<file path="config.mk">
export PLATFORM = sky130hd
export DESIGN_NAME = qspi_rx_line_fill_flat
export DESIGN_NICKNAME = d
export VERILOG_FILES = /design/src/rtl/qspi_rx_line_fill_if.sv /design/src/rtl/qspi_rx_line_fill.sv /design/src/flat_wrapper.sv
export SDC_FILE = /design/constraint.sdc
export NUM_CORES = 1
export LEC_CHECK = 0
export ABC_CLOCK_PERIOD_IN_PS = 7100
export BUFFER_PORTS_ARGS = -buffer_cell sky130_fd_sc_hd__clkbuf_2
export CELL_PAD_IN_SITES_DETAIL_PLACEMENT = 0
export CELL_PAD_IN_SITES_GLOBAL_PLACEMENT = 2
export CORE_ASPECT_RATIO = 1.4
export CORE_MARGIN = 1
export CORE_UTILIZATION = 41
export DETAILED_ROUTE_END_ITERATION = 7
export PLACE_DENSITY_LB_ADDON = 0.1
export SLEW_MARGIN = 20
export SYNTH_ARGS = -nofsm -noshare
export SYNTH_HDL_FRONTEND = slang
export SYNTH_SLANG_ARGS = --single-unit
</file>
<file path="constraint.sdc">
create_clock -name clk -period 7.1 [get_ports clk]
set_input_delay 1.42 -clock clk [delete_from_list [all_inputs] [get_ports clk]]
set_output_delay 1.42 -clock clk [all_outputs]
set_load 0.01 [all_outputs]
</file>
<file path="src/rtl/qspi_rx_line_fill_if.sv">
// Handshake and data bundle between the QSPI line-fill receiver and its controller/consumer.
// master drives control, IO nibbles and word_ready; slave is the receiver.
interface qspi_rx_line_fill_if #(
  parameter int LINE_WORDS = 8
);
  localparam int IDXW = $clog2(LINE_WORDS);

  logic            start;
  logic            abort;
  logic            hdr_done;
  logic [3:0]      io_in;
  logic            sclk_en;
  logic [31:0]     word_data;
  logic [IDXW-1:0] word_idx;
  logic            word_valid;
  logic            word_ready;
  logic            busy;
  logic            line_done;

  modport master (
    output start, abort, hdr_done, io_in, word_ready,
    input  sclk_en, word_data, word_idx, word_valid, busy, line_done
  );

  modport slave (
    input  start, abort, hdr_done, io_in, word_ready,
    output sclk_en, word_data, word_idx, word_valid, busy, line_done
  );
endinterface

</file>
<file path="src/rtl/qspi_rx_line_fill.sv">
// Packs QSPI data nibbles into 32-bit words for one cache line, queues them in a small FIFO
// and hands them out valid/ready tagged with word index; SPI clock is gated while the FIFO is full.
module qspi_rx_line_fill #(
  parameter int LINE_WORDS = 8,
  parameter int FIFO_DEPTH = 4
) (
  input logic               clk,
  input logic               rst,
  qspi_rx_line_fill_if.slave bus
);
  localparam int IDXW = $clog2(LINE_WORDS);
  localparam int PTRW = $clog2(FIFO_DEPTH);
  localparam int CNTW = PTRW + 1;

  typedef enum logic [1:0] {IDLE, WAIT_HDR, CAPTURE, DRAIN} state_t;

  state_t          state, state_nxt;
  logic [2:0]      nib_cnt;
  logic [IDXW-1:0] word_cnt;
  logic [31:0]     acc, acc_nxt;
  logic [31:0]     mem_dat [FIFO_DEPTH];
  logic [IDXW-1:0] mem_idx [FIFO_DEPTH];
  logic [PTRW-1:0] wr_ptr, rd_ptr;
  logic [CNTW-1:0] count;

  logic fifo_full, fifo_empty, sample, push, pop, last_word;

  assign fifo_full  = (count == CNTW'(FIFO_DEPTH));
  assign fifo_empty = (count == '0);
  assign sample     = (state == CAPTURE) && !fifo_full && !bus.abort;
  assign push       = sample && (nib_cnt == 3'd7);
  assign pop        = bus.word_valid && bus.word_ready;
  assign last_word  = (word_cnt == IDXW'(LINE_WORDS - 1));

  // Byte n holds nibbles 2n (high half) and 2n+1 (low half).
  always_comb begin
    acc_nxt = acc;
    acc_nxt[{nib_cnt[2:1], ~nib_cnt[0], 2'b00} +: 4] = bus.io_in;
  end

  assign bus.sclk_en    = sample;
  assign bus.word_valid = !fifo_empty && !bus.abort;
  assign bus.word_data  = mem_dat[rd_ptr];
  assign bus.word_idx   = mem_idx[rd_ptr];
  assign bus.busy       = (state != IDLE);
  assign bus.line_done  = pop && (mem_idx[rd_ptr] == IDXW'(LINE_WORDS - 1));

  always_ff @(posedge clk or posedge rst) begin
    if (rst) state <= IDLE;
    else     state <= state_nxt;
  end

  always_comb begin
    state_nxt = state;
    if (bus.abort) begin
      state_nxt = IDLE;
    end else begin
      case (state)
        IDLE:     if (bus.start)           state_nxt = WAIT_HDR;
        WAIT_HDR: if (bus.hdr_done)        state_nxt = CAPTURE;
        CAPTURE:  if (push && last_word)   state_nxt = DRAIN;
        DRAIN:    if (bus.line_done || fifo_empty) state_nxt = IDLE;
        default:  state_nxt = IDLE;
      endcase
    end
  end

  always_ff @(posedge clk or posedge rst) begin
    if (rst) begin
      nib_cnt  <= '0;
      word_cnt <= '0;
      acc      <= '0;
    end else if (bus.abort || (state == IDLE && bus.start)) begin
      nib_cnt  <= '0;
      word_cnt <= '0;
    end else if (sample) begin
      nib_cnt <= nib_cnt + 3'd1;
      acc     <= acc_nxt;
      if (push) word_cnt <= word_cnt + 1'b1;
    end
  end

  // Push and pop never coincide while full because capture is gated then.
  always_ff @(posedge clk or posedge rst) begin
    if (rst) begin
      wr_ptr <= '0;
      rd_ptr <= '0;
      count  <= '0;
      for (int i = 0; i < FIFO_DEPTH; i++) begin
        mem_dat[i] <= '0;
        mem_idx[i] <= '0;
      end
    end else if (bus.abort) begin
      wr_ptr <= '0;
      rd_ptr <= '0;
      count  <= '0;
    end else begin
      if (push) begin
        mem_dat[wr_ptr] <= acc_nxt;
        mem_idx[wr_ptr] <= word_cnt;
        wr_ptr          <= wr_ptr + 1'b1;
      end
      if (pop) rd_ptr <= rd_ptr + 1'b1;
      if (push && !pop)      count <= count + 1'b1;
      else if (pop && !push) count <= count - 1'b1;
    end
  end
endmodule

</file>
<file path="src/flat_wrapper.sv">
// flat-port wrapper written by rule: the top's interface ports become plain ports
module qspi_rx_line_fill_flat 
#(
  parameter int LINE_WORDS = 8,
  parameter int FIFO_DEPTH = 4
)
  (clk, rst, bus_start, bus_abort, bus_hdr_done, bus_io_in, bus_word_ready, bus_sclk_en, bus_word_data, bus_word_idx, bus_word_valid, bus_busy, bus_line_done);
  qspi_rx_line_fill_if #(.LINE_WORDS(LINE_WORDS)) bus_i ();
  input logic clk;
  input logic rst;
  input wire logic [$bits(bus_i.start)-1:0] bus_start;
  input wire logic [$bits(bus_i.abort)-1:0] bus_abort;
  input wire logic [$bits(bus_i.hdr_done)-1:0] bus_hdr_done;
  input wire logic [$bits(bus_i.io_in)-1:0] bus_io_in;
  input wire logic [$bits(bus_i.word_ready)-1:0] bus_word_ready;
  output wire logic [$bits(bus_i.sclk_en)-1:0] bus_sclk_en;
  output wire logic [$bits(bus_i.word_data)-1:0] bus_word_data;
  output wire logic [$bits(bus_i.word_idx)-1:0] bus_word_idx;
  output wire logic [$bits(bus_i.word_valid)-1:0] bus_word_valid;
  output wire logic [$bits(bus_i.busy)-1:0] bus_busy;
  output wire logic [$bits(bus_i.line_done)-1:0] bus_line_done;
  assign bus_i.start = bus_start;
  assign bus_i.abort = bus_abort;
  assign bus_i.hdr_done = bus_hdr_done;
  assign bus_i.io_in = bus_io_in;
  assign bus_i.word_ready = bus_word_ready;
  assign bus_sclk_en = bus_i.sclk_en;
  assign bus_word_data = bus_i.word_data;
  assign bus_word_idx = bus_i.word_idx;
  assign bus_word_valid = bus_i.word_valid;
  assign bus_busy = bus_i.busy;
  assign bus_line_done = bus_i.line_done;
  qspi_rx_line_fill #(.LINE_WORDS(LINE_WORDS), .FIFO_DEPTH(FIFO_DEPTH)) u_core (.clk(clk), .rst(rst), .bus(bus_i));
endmodule
</file>
==> results of run 1 <==
## layer usage
| layer | wire length [um] | GRT usage [%] |
|---|---|---|
| met1 | 8270 | 25.3 |
| met2 | 9120 | 32.2 |
| met3 | 488 | 3.25 |
| met4 | 257 | 6.08 |
| met5 | 0 | 0 |
## placed cells by master (no fill, tap or decap), drive strengths merged, types with 12 or more instances in the layout
cell and count:
mux2 12, mux2i 34, nand2 180, o21ai 164
inv 23, nor2 12, dfrtp 187, clkbuf 66
ha 14, mux4 35
## cells in the mapped netlist, types with 2 or more instances
cell        n
a21oi_1     7
buf_1       5
buf_2      12
buf_4       6
buf_6      13
clkbuf_1    9
clkbuf_2    4
dfrtp_1   187
ha_1       14
inv_1      13
mux2_2     12
mux2i_1    34
mux4_2     35
nand2_1   177
nand2_4     3
nand2b_1    5
nand3_1     5
nand4_1     2
nor2_1     12
nor3_1      2
nor3_2      3
o21ai_0   143
o21ai_1    18
o21ai_2     3
xnor2_1     2
## power breakdown
group	internal, uW	total, uW	switching [uW]	leakage (uW)
Combinational	151	390	239	0.00126
Clock	481	941	460	0.000291
Sequential	1110	1190	78.5	0.00260
## registers in the layout, indices dropped and copies added (netlist names), 3 cells and up
register,count
u_core.mem_dat,128
u_core.acc,32
u_core.mem_idx,12
u_core.count,3
u_core.nib_cnt,3
u_core.word_cnt,3
## worst max-delay path, delay by kind of cell, from the launching register on
kind,cells,cell delay [ns]
mux,1,0.58
simple gates,2,0.15
flops,1,1.02
buf+inv,2,0.53
## cell type report
| type | instances | share of cell area (%) |
|---|---|---|
| sequential | 187 | 50.4 |
| multi-input combinational | 496 | 36.3 |
| clock buffer | 18 | 4.73 |
| tap | 252 | 3.39 |
| timing repair buffer | 53 | 2.99 |
| clock inverter | 14 | 1.58 |
| inverter | 13 | 0.579 |
## path summary, 6_finish.rpt
| check | slack (ns) | to | from | cells past startpoint |
|---|---|---|---|---|
| hold reg to reg | 0.48 | u_core.mem_dat[5] | u_core.mem_dat[5] | 2 |
| min in group asynchronous | 1.13 | u_core.mem_dat[119] | rst | 2 |
| setup / recovery | 2.95 | bus_line_done | u_core.rd_ptr[0] | 5 |
| hold / removal | 0.48 | u_core.mem_dat[5] | u_core.mem_dat[5] | 2 |
| max in group asynchronous | 4.69 | u_core.acc[3] | rst | 3 |
| setup reg to reg | 4.48 | u_core.state[0] | u_core.rd_ptr[0] | 5 |
## metrics by stage
step	total power (uW)	hold WS (ns)	util, %	cell area, um2
6_report	2520	0.479	46.4	9290
4_1_cts	2560	0.482	46.4	9280
3_3_place_gp	1600	0.456	43.5	8700
3_5_place_dp	1620	0.466	43.5	8700
2_1_floorplan	1500	0.444	-	8420
5_1_grt	2660	0.501	46.4	9290
## cells by family (layout without fill, tap and decap cells)
| group | after synthesis | count (layout) | share of synthesized area, % |
|---|---|---|---|
| xor+xnor | 3 | 3 | 0.312 |
| fa+ha+maj | 15 | 15 | 2.32 |
| mux | 81 | 81 | 15.0 |
| flops | 187 | 187 | 55.6 |
| compound gates | 178 | 178 | 11.0 |
| buf+inv | 62 | 98 | 4.43 |
| simple gates | 219 | 219 | 11.3 |
==> flow_summary.yaml, run 1 <==
timing:
  max_freq_mhz: 241
  fin_ws_ns: 2.95
  slew_violations: 0
  grt_setup_unrepaired: "false"
  fin_skew_ns: 0.0112
  tns_ns: 0
  tightest_slew_ns: 1.00
  finalSetupViolations: 0
  fin_crit_sh_pct: 58.5
  hold_viol: 0
  finalCriticalPeriod_ns: 4.15
  relSlewSlack_pct: 33.0
global_route:
  grt_pass1_wl_um: 30500
  track_usage_pct: 19.2
  grt_pass1_vias: 5670
  grt_overflow: 0
  grt_start_max_net_pins: 82
  antenna_found_initial: 0
finish:
  drive_gt1_share_pct: 19.2
  multi_input_area_um2: 3370
  nets: 793
  stdcell_count: 1033
  antenna_cells: 0
  ff_latch_area_um2: 4680
  fillers: 1842
  area_growth_pct: 10.3
logic_synthesis:
  synthesis.nets: 770
  syn_area_um2: 8420
  syn_area_per_cell_um2: 11.3
  synth_cell_types: 44
  synthFlopType: "dfrtp_1"
  ys_seq_area_share_pct: 55.6
  synth-seq-cells: 187
  yosysTopAreaCell: "dfrtp_1"
  synth.top_cell.area_share_pct: 55.6
  async_flop_share_pct: 100
  synth_area_leaders: "dfrtp_1 (56%), mux4_2 (9.4%), o21ai_0 (8.5%), nand2_1 (7.9%), mux2i_1 (4.0%)"
  syn-instance-count: 745
  synth-edff-count: 0
  yosysWarnings: 0
setup_path:
  slowest_delay_ns: 1.02
  worstPathArrival_ns: 2.73
  cp_cell_sequence: "buf_4 > mux4_2 > nand3_1 > nor2_1 > clkbuf_2"
  crit_type: "reg2out"
  endpoint_kind: "output port"
  critPathLaunchType: "flip-flop"
  worstPathMaxFanout: 26
  critical-path-slowest-cell: "dfrtp_2"
  crit_required_ns: 5.68
floorplan:
  rows: 61
  placeableCoreArea_um2: 20000
  die_y_um: 172
  ioPinCount: 49
  dieArea_um2: 21100
  fp.dieW_um: 123
  initial_core_util_pct: 42.1
cts:
  htreeDepth: 4
  clkTransAtPathRegs_ns: 0.07
  post_cts_buffers: 0
  cts_buffer_depth: 2
  cts_hold_buf: 0
  root_buffer: "clkbuf_16"
  cts_tree: "done"
  clk_latency_ns: 0.44
  cts_resized: 0
  cts_buffers: 17
  cts_sinks: 187
pwr:
  powerDensity_nw_per_um2: 272
  p_leak_uw: 0.00415
  irDropWorstVdd_v: 0.000182
detailed_routing:
  drtIter0Drc: 328
  wl_per_cell_um: 17.6
  wirelength_um: 18100
  antenna_left: 0
  route.detailed.drc: 0
  vias: 5435
  drt-vias-per-instance: 5.26
  drt_pre_antenna_iters: 4
placement:
  placedCellCount: 1001
  dp_hpwl_um: 11300
  gp_congestion: 0.735
  pre_cts_ws_ns: 3.31
  port_buffers: 48
job:
  drv_cap: 0
run_status:
  outcome: "finished clean"
min_path:
  hold_path_class: "reg2reg"
Note: power is estimated with default switching activity, not from simulation.
==> inputs of run 2 (changes only) <==
- ABC_CLOCK_PERIOD_IN_PS: 7100 -> 4240
- clock period: 7.1 -> 4.24 ns (I/O delays scaled with it)
==> flow_summary.yaml, run 2 (synthesized netlist as in run 1, its figures left out) <==
setup_path:
  worstPathArrival_ns: 2.23
  worstPathMaxFanout: 14
  rr_worst_depth: 6
  rrSetupSlack_ns: 1.54
  path_depth: 3
  endpoint: "bus_word_data[11]"
  reg2reg_from: "u_core.nib_cnt[0]"
  critical-path-top-delay-family: "flip-flops"
  critPathLaunchType: "flip-flop"
  crit_type: "reg2out"
  cp-startpoint: "u_core.rd_ptr[0]"
  rr_endpoint: "u_core.mem_dat[7]"
  crit_required_ns: 3.39
  slowest_delay_ns: 0.69
  endpoint_kind: "output port"
  crit_buf_inv: 2
  cp_cell_sequence: "buf_4 > mux4_2 > clkbuf_2"
  critical-path-slowest-cell: "dfrtp_2"
pwr:
  powerDensity_nw_per_um2: 463
  p_leak_uw: 0.00418
  irDropWorstVdd_v: 0.000261
cts:
  cts_buffers: 17
  clk_latency_ns: 0.43
  cts_tree: "done"
  post_cts_buffers: 0
  cts_resized: 0
  root_buffer: "clkbuf_16"
  cts_buffer_depth: 2
  clkTransAtPathRegs_ns: 0.07
  htreeDepth: 4
  cts_sinks: 187
  cts_hold_buf: 0
detailed_routing:
  wl_per_cell_um: 17.6
  drt-vias-per-instance: 5.18
  drtIter0Drc: 218
  vias: 5366
  antenna_left: 0
  drt_pre_antenna_iters: 4
  route.detailed.drc: 0
  wirelength_um: 18300
floorplan:
  initial_core_util_pct: 42.1
  fp.dieW_um: 123
  placeableCoreArea_um2: 20000
  ioPinCount: 49
  dieArea_um2: 21100
  rows: 61
  die_y_um: 172
finish:
  antenna_cells: 0
  largest_reg_flops: 128
  drive_gt1_share_pct: 19.3
  layout_common_cells: "dfrtp_1 (186), nand2_1 (175), o21ai_0 (143)"
  nets: 796
  area_growth_pct: 11.5
  final_common_cell: "dfrtp_1"
  stdcell_count: 1036
  fillers: 1877
  reg_top3: "u_core.mem_dat (128), u_core.acc (32), u_core.mem_idx (12)"
  regMostFlops: "u_core.mem_dat"
timing:
  relSlewSlack_pct: 37.0
  hold_viol: 0
  slew_violations: 0
  tns_ns: 0
  fin_skew_ns: 0.0108
  finalSetupViolations: 0
  tightest_slew_ns: 0.943
  grt_setup_unrepaired: "false"
  finalCriticalPeriod_ns: 3.08
  fin_crit_sh_pct: 72.6
  max_freq_mhz: 325
global_route:
  antenna_found_initial: 0
  grt_start_max_net_pins: 68
  grt_pass1_wl_um: 30000
  grt_overflow: 0
  grt_pass1_vias: 5628
  track_usage_pct: 18.9
run_status:
  outcome: "finished clean"
placement:
  placedCellCount: 1004
  gp_congestion: 0.735
  dp_hpwl_um: 11800
  port_buffers: 48
job:
  drv_cap: 0
min_path:
  hold_path_class: "reg2reg"
run 2: cell types whose count changed in the layout (fill, tap and decap cells not counted), sizes merged:
cell	previous run	this run
clkinvlp	0	3
bufinv	0	3
buf	5	8
inv	23	14
clkbuf	66	69
run 2: routing by layer:
| layer | track usage (%) | share of wire, % |
|---|---|---|
| met3 | 3.22 | 1.9 |
| met2 | 32.5 | 52 |
| met5 | 0 | 0 |
| met1 | 24.4 | 46 |
| met4 | 5.03 | 0.71 |
run 2: through the flow:
stage          setup WS (ns)  hold WS, ns  instance area [um2]  total power (uW)  util (%)
2_1_floorplan          0.986        0.444                 8420              2520         -
3_3_place_gp            1.40        0.456                 8760              2710      43.8
3_5_place_dp            1.33        0.466                 8760              2730      43.8
4_1_cts                 1.07        0.481                 9380              4400      46.9
5_1_grt                 1.02        0.495                 9380              4550      46.9
6_report                1.16        0.477                 9380              4340      46.9
run 2: final cells by class:
class / instances / area [um2] / share of cell area [%]
clock buffer: 21 / 460 / 4.91
clock inverter: 11 / 160 / 1.71
inverter: 13 / 52.6 / 0.560
multi-input combinational: 496 / 3370 / 36.0
sequential: 187 / 4680 / 49.9
tap: 252 / 315 / 3.36
timing repair buffer: 56 / 338 / 3.60
run 2: worst min-delay path by stage:
stage                              startpoint                  end  slack, ns  cells past startpoint
final                     u_core.mem_dat[117]  u_core.mem_dat[117]       0.48                      2
after floorplan            u_core.mem_dat[78]   u_core.mem_dat[78]       0.44                      2
after detailed placement    u_core.mem_dat[5]    u_core.mem_dat[5]       0.47                      2
after CTS                   u_core.mem_dat[5]    u_core.mem_dat[5]       0.48                      2
after global routing        u_core.mem_dat[5]    u_core.mem_dat[5]       0.50                      2
after global placement     u_core.mem_dat[84]   u_core.mem_dat[84]       0.46                      2
run 2: worst register-to-register path, delay by kind of cell (launching register included):
family	cells	cell delay [ns]
AND/OR/NAND/NOR	2	0.67
multiplexers	1	0.56
flip-flops	1	0.50
AO/OA/AOI/OAI	1	0.17
adder cells (fa/ha/maj)	2	0.66
run 2: report_power, final:
group / total, uW / leakage, uW / internal (uW) / switching [uW]
Clock: 1670 / 0.000296 / 970 / 701
Sequential: 1970 / 0.00260 / 1870 / 100
Combinational: 704 / 0.00128 / 262 / 442
Total: 4340 / 0.00418 / 3100 / 1240
==> inputs of run 3 (changes only) <==
- ABC_CLOCK_PERIOD_IN_PS: 4240 -> 2500
- CORE_UTILIZATION: 41 -> 37
- clock period: 4.24 -> 2.5 ns (I/O delays scaled with it)
==> flow_summary.yaml, run 3 (synthesized netlist as in run 1, its figures left out) <==
global_route:
  grt_start_max_net_pins: 56
  grt_pass1_wl_um: 32600
  antenna_found_initial: 0
  track_usage_pct: 18.5
  grt_pass1_vias: 5899
  grt_overflow: 0
setup_path:
  crit_type: "reg2out"
  worstPathArrival_ns: 1.89
  endpoint_kind: "output port"
  crit_required_ns: 2.00
  critPathLaunchType: "flip-flop"
  worstPathMaxFanout: 5
finish:
  nets: 830
  drive_gt1_share_pct: 22.7
  final_common_cell: "dfrtp_1"
  reg_top3: "u_core.mem_dat (128), u_core.acc (32), u_core.mem_idx (12)"
  stdcell_count: 1115
  antenna_cells: 0
  largest_reg_flops: 128
  area_growth_pct: 15.4
  layout_common_cells: "dfrtp_1 (186), nand2_1 (175), o21ai_0 (143)"
  regMostFlops: "u_core.mem_dat"
detailed_routing:
  antenna_left: 0
  drtIter0Drc: 329
  wirelength_um: 19400
  route.detailed.drc: 0
  drt_pre_antenna_iters: 4
  wl_per_cell_um: 17.4
  vias: 5556
  drt-vias-per-instance: 4.98
pwr:
  powerDensity_nw_per_um2: 770
  p_leak_uw: 0.00435
  irDropWorstVdd_v: 0.000465
timing:
  finalSetupViolations: 0
  grt_setup_unrepaired: "true"
  max_freq_mhz: 419
  timing.hold.ws_ns: 0.129
  finalCriticalPeriod_ns: 2.39
  fin_skew_ns: 0.00872
  slew_violations: 0
  fin_crit_sh_pct: 95.5
  tightest_slew_ns: 0.630
  hold_viol: 0
  relSlewSlack_pct: 57.9
placement:
  gp_congestion: 0.729
  dp_hpwl_um: 12900
  placedCellCount: 1081
  port_buffers: 48
floorplan:
  die_y_um: 180
  fp.dieW_um: 129
  ioPinCount: 49
  dieArea_um2: 23400
  placeableCoreArea_um2: 22100
  rows: 64
  initial_core_util_pct: 38.1
cts:
  post_cts_buffers: 0
  clkTransAtPathRegs_ns: 0.07
  cts_sinks: 187
  root_buffer: "clkbuf_16"
  cts_hold_buf: 0
  clk_latency_ns: 0.43
  cts_resized: 0
  cts_buffers: 17
  cts_tree: "done"
  cts_buffer_depth: 2
  htreeDepth: 4
job:
  drv_cap: 0
run_status:
  outcome: "finished clean"
min_path:
  hold_path_class: "in2async"
==> run 3: cell count changes in the layout (fill, tap and decap cells not counted), moves of 2 or more <==
cell / previous run / this run
buf_12: 3 / 7
clkbuf_8: 2 / 0
buf_4: 5 / 35
clkinv_2: 0 / 4
==> run 3: where the power goes <==
group          leakage [uW]  switching (uW)  total [uW]  internal (uW)
combinational       0.00146             857        1450            590
sequential          0.00260             111        3280           3170
clock              0.000294            1170        2750           1580
==> run 3: stage by stage <==
| step | instance area (um2) | setup TNS, ns | utilization, % | setup WS, ns | power [uW] |
|---|---|---|---|---|---|
| 3_5_place_dp | 9100 | 0 | 41.2 | 0.215 | 4800 |
| 3_3_place_gp | 9100 | 0 | 41.2 | 0.263 | 4770 |
| 5_1_grt | 9720 | -0.0665 | 44.0 | -0.0237 | 7890 |
| 4_1_cts | 9700 | 0 | 43.9 | 0.0302 | 7590 |
| 2_1_floorplan | 8420 | -76.02 | - | -0.406 | 4270 |
| 6_report | 9720 | 0 | 44.0 | 0.113 | 7480 |
==> run 3: cell type report <==
class	count	area, um2
Clock buffer	18	429
Multi-Input combinational cell	496	3370
Fill cell	2176	12400
Sequential cell	187	4680
Timing Repair Buffer	90	643
Tap cell	297	372
Inverter	13	52.6
Clock inverter	14	170
==> run 3: critical path, cell delays in order, from the launching register on <==
cell      delay [ns]
dfrtp_2         0.43
buf_4           0.19
mux4_2          0.57
nand3_1         0.11
nor2_1          0.04
clkbuf_2        0.12
==> run 3: final timing paths <==
kind,startpoint,cells after the start,slack [ns],endpoint
min reg2reg,u_core.mem_dat[126],2,0.48,u_core.mem_dat[126]
min,rst,2,0.13,u_core.mem_dat[116]
min in group clk,bus_abort,2,0.34,u_core.wr_ptr[1]
max,u_core.rd_ptr[0],5,0.11,bus_line_done
max reg2reg,u_core.nib_cnt[0],6,0.20,u_core.mem_dat[81]
max in group asynchronous,rst,3,1.58,u_core.mem_dat[67]
==> run 3: layer usage <==
layer  vias to the layer above  share of wire [%]  global-route usage (%)
met5                         -                  0                       0
met4                         0                1.3                    5.49
met3                        15                3.3                    3.38
met2                        82                 50                    30.7
met1                      2760                 45                    24.6
li1                       2699                  -                       -
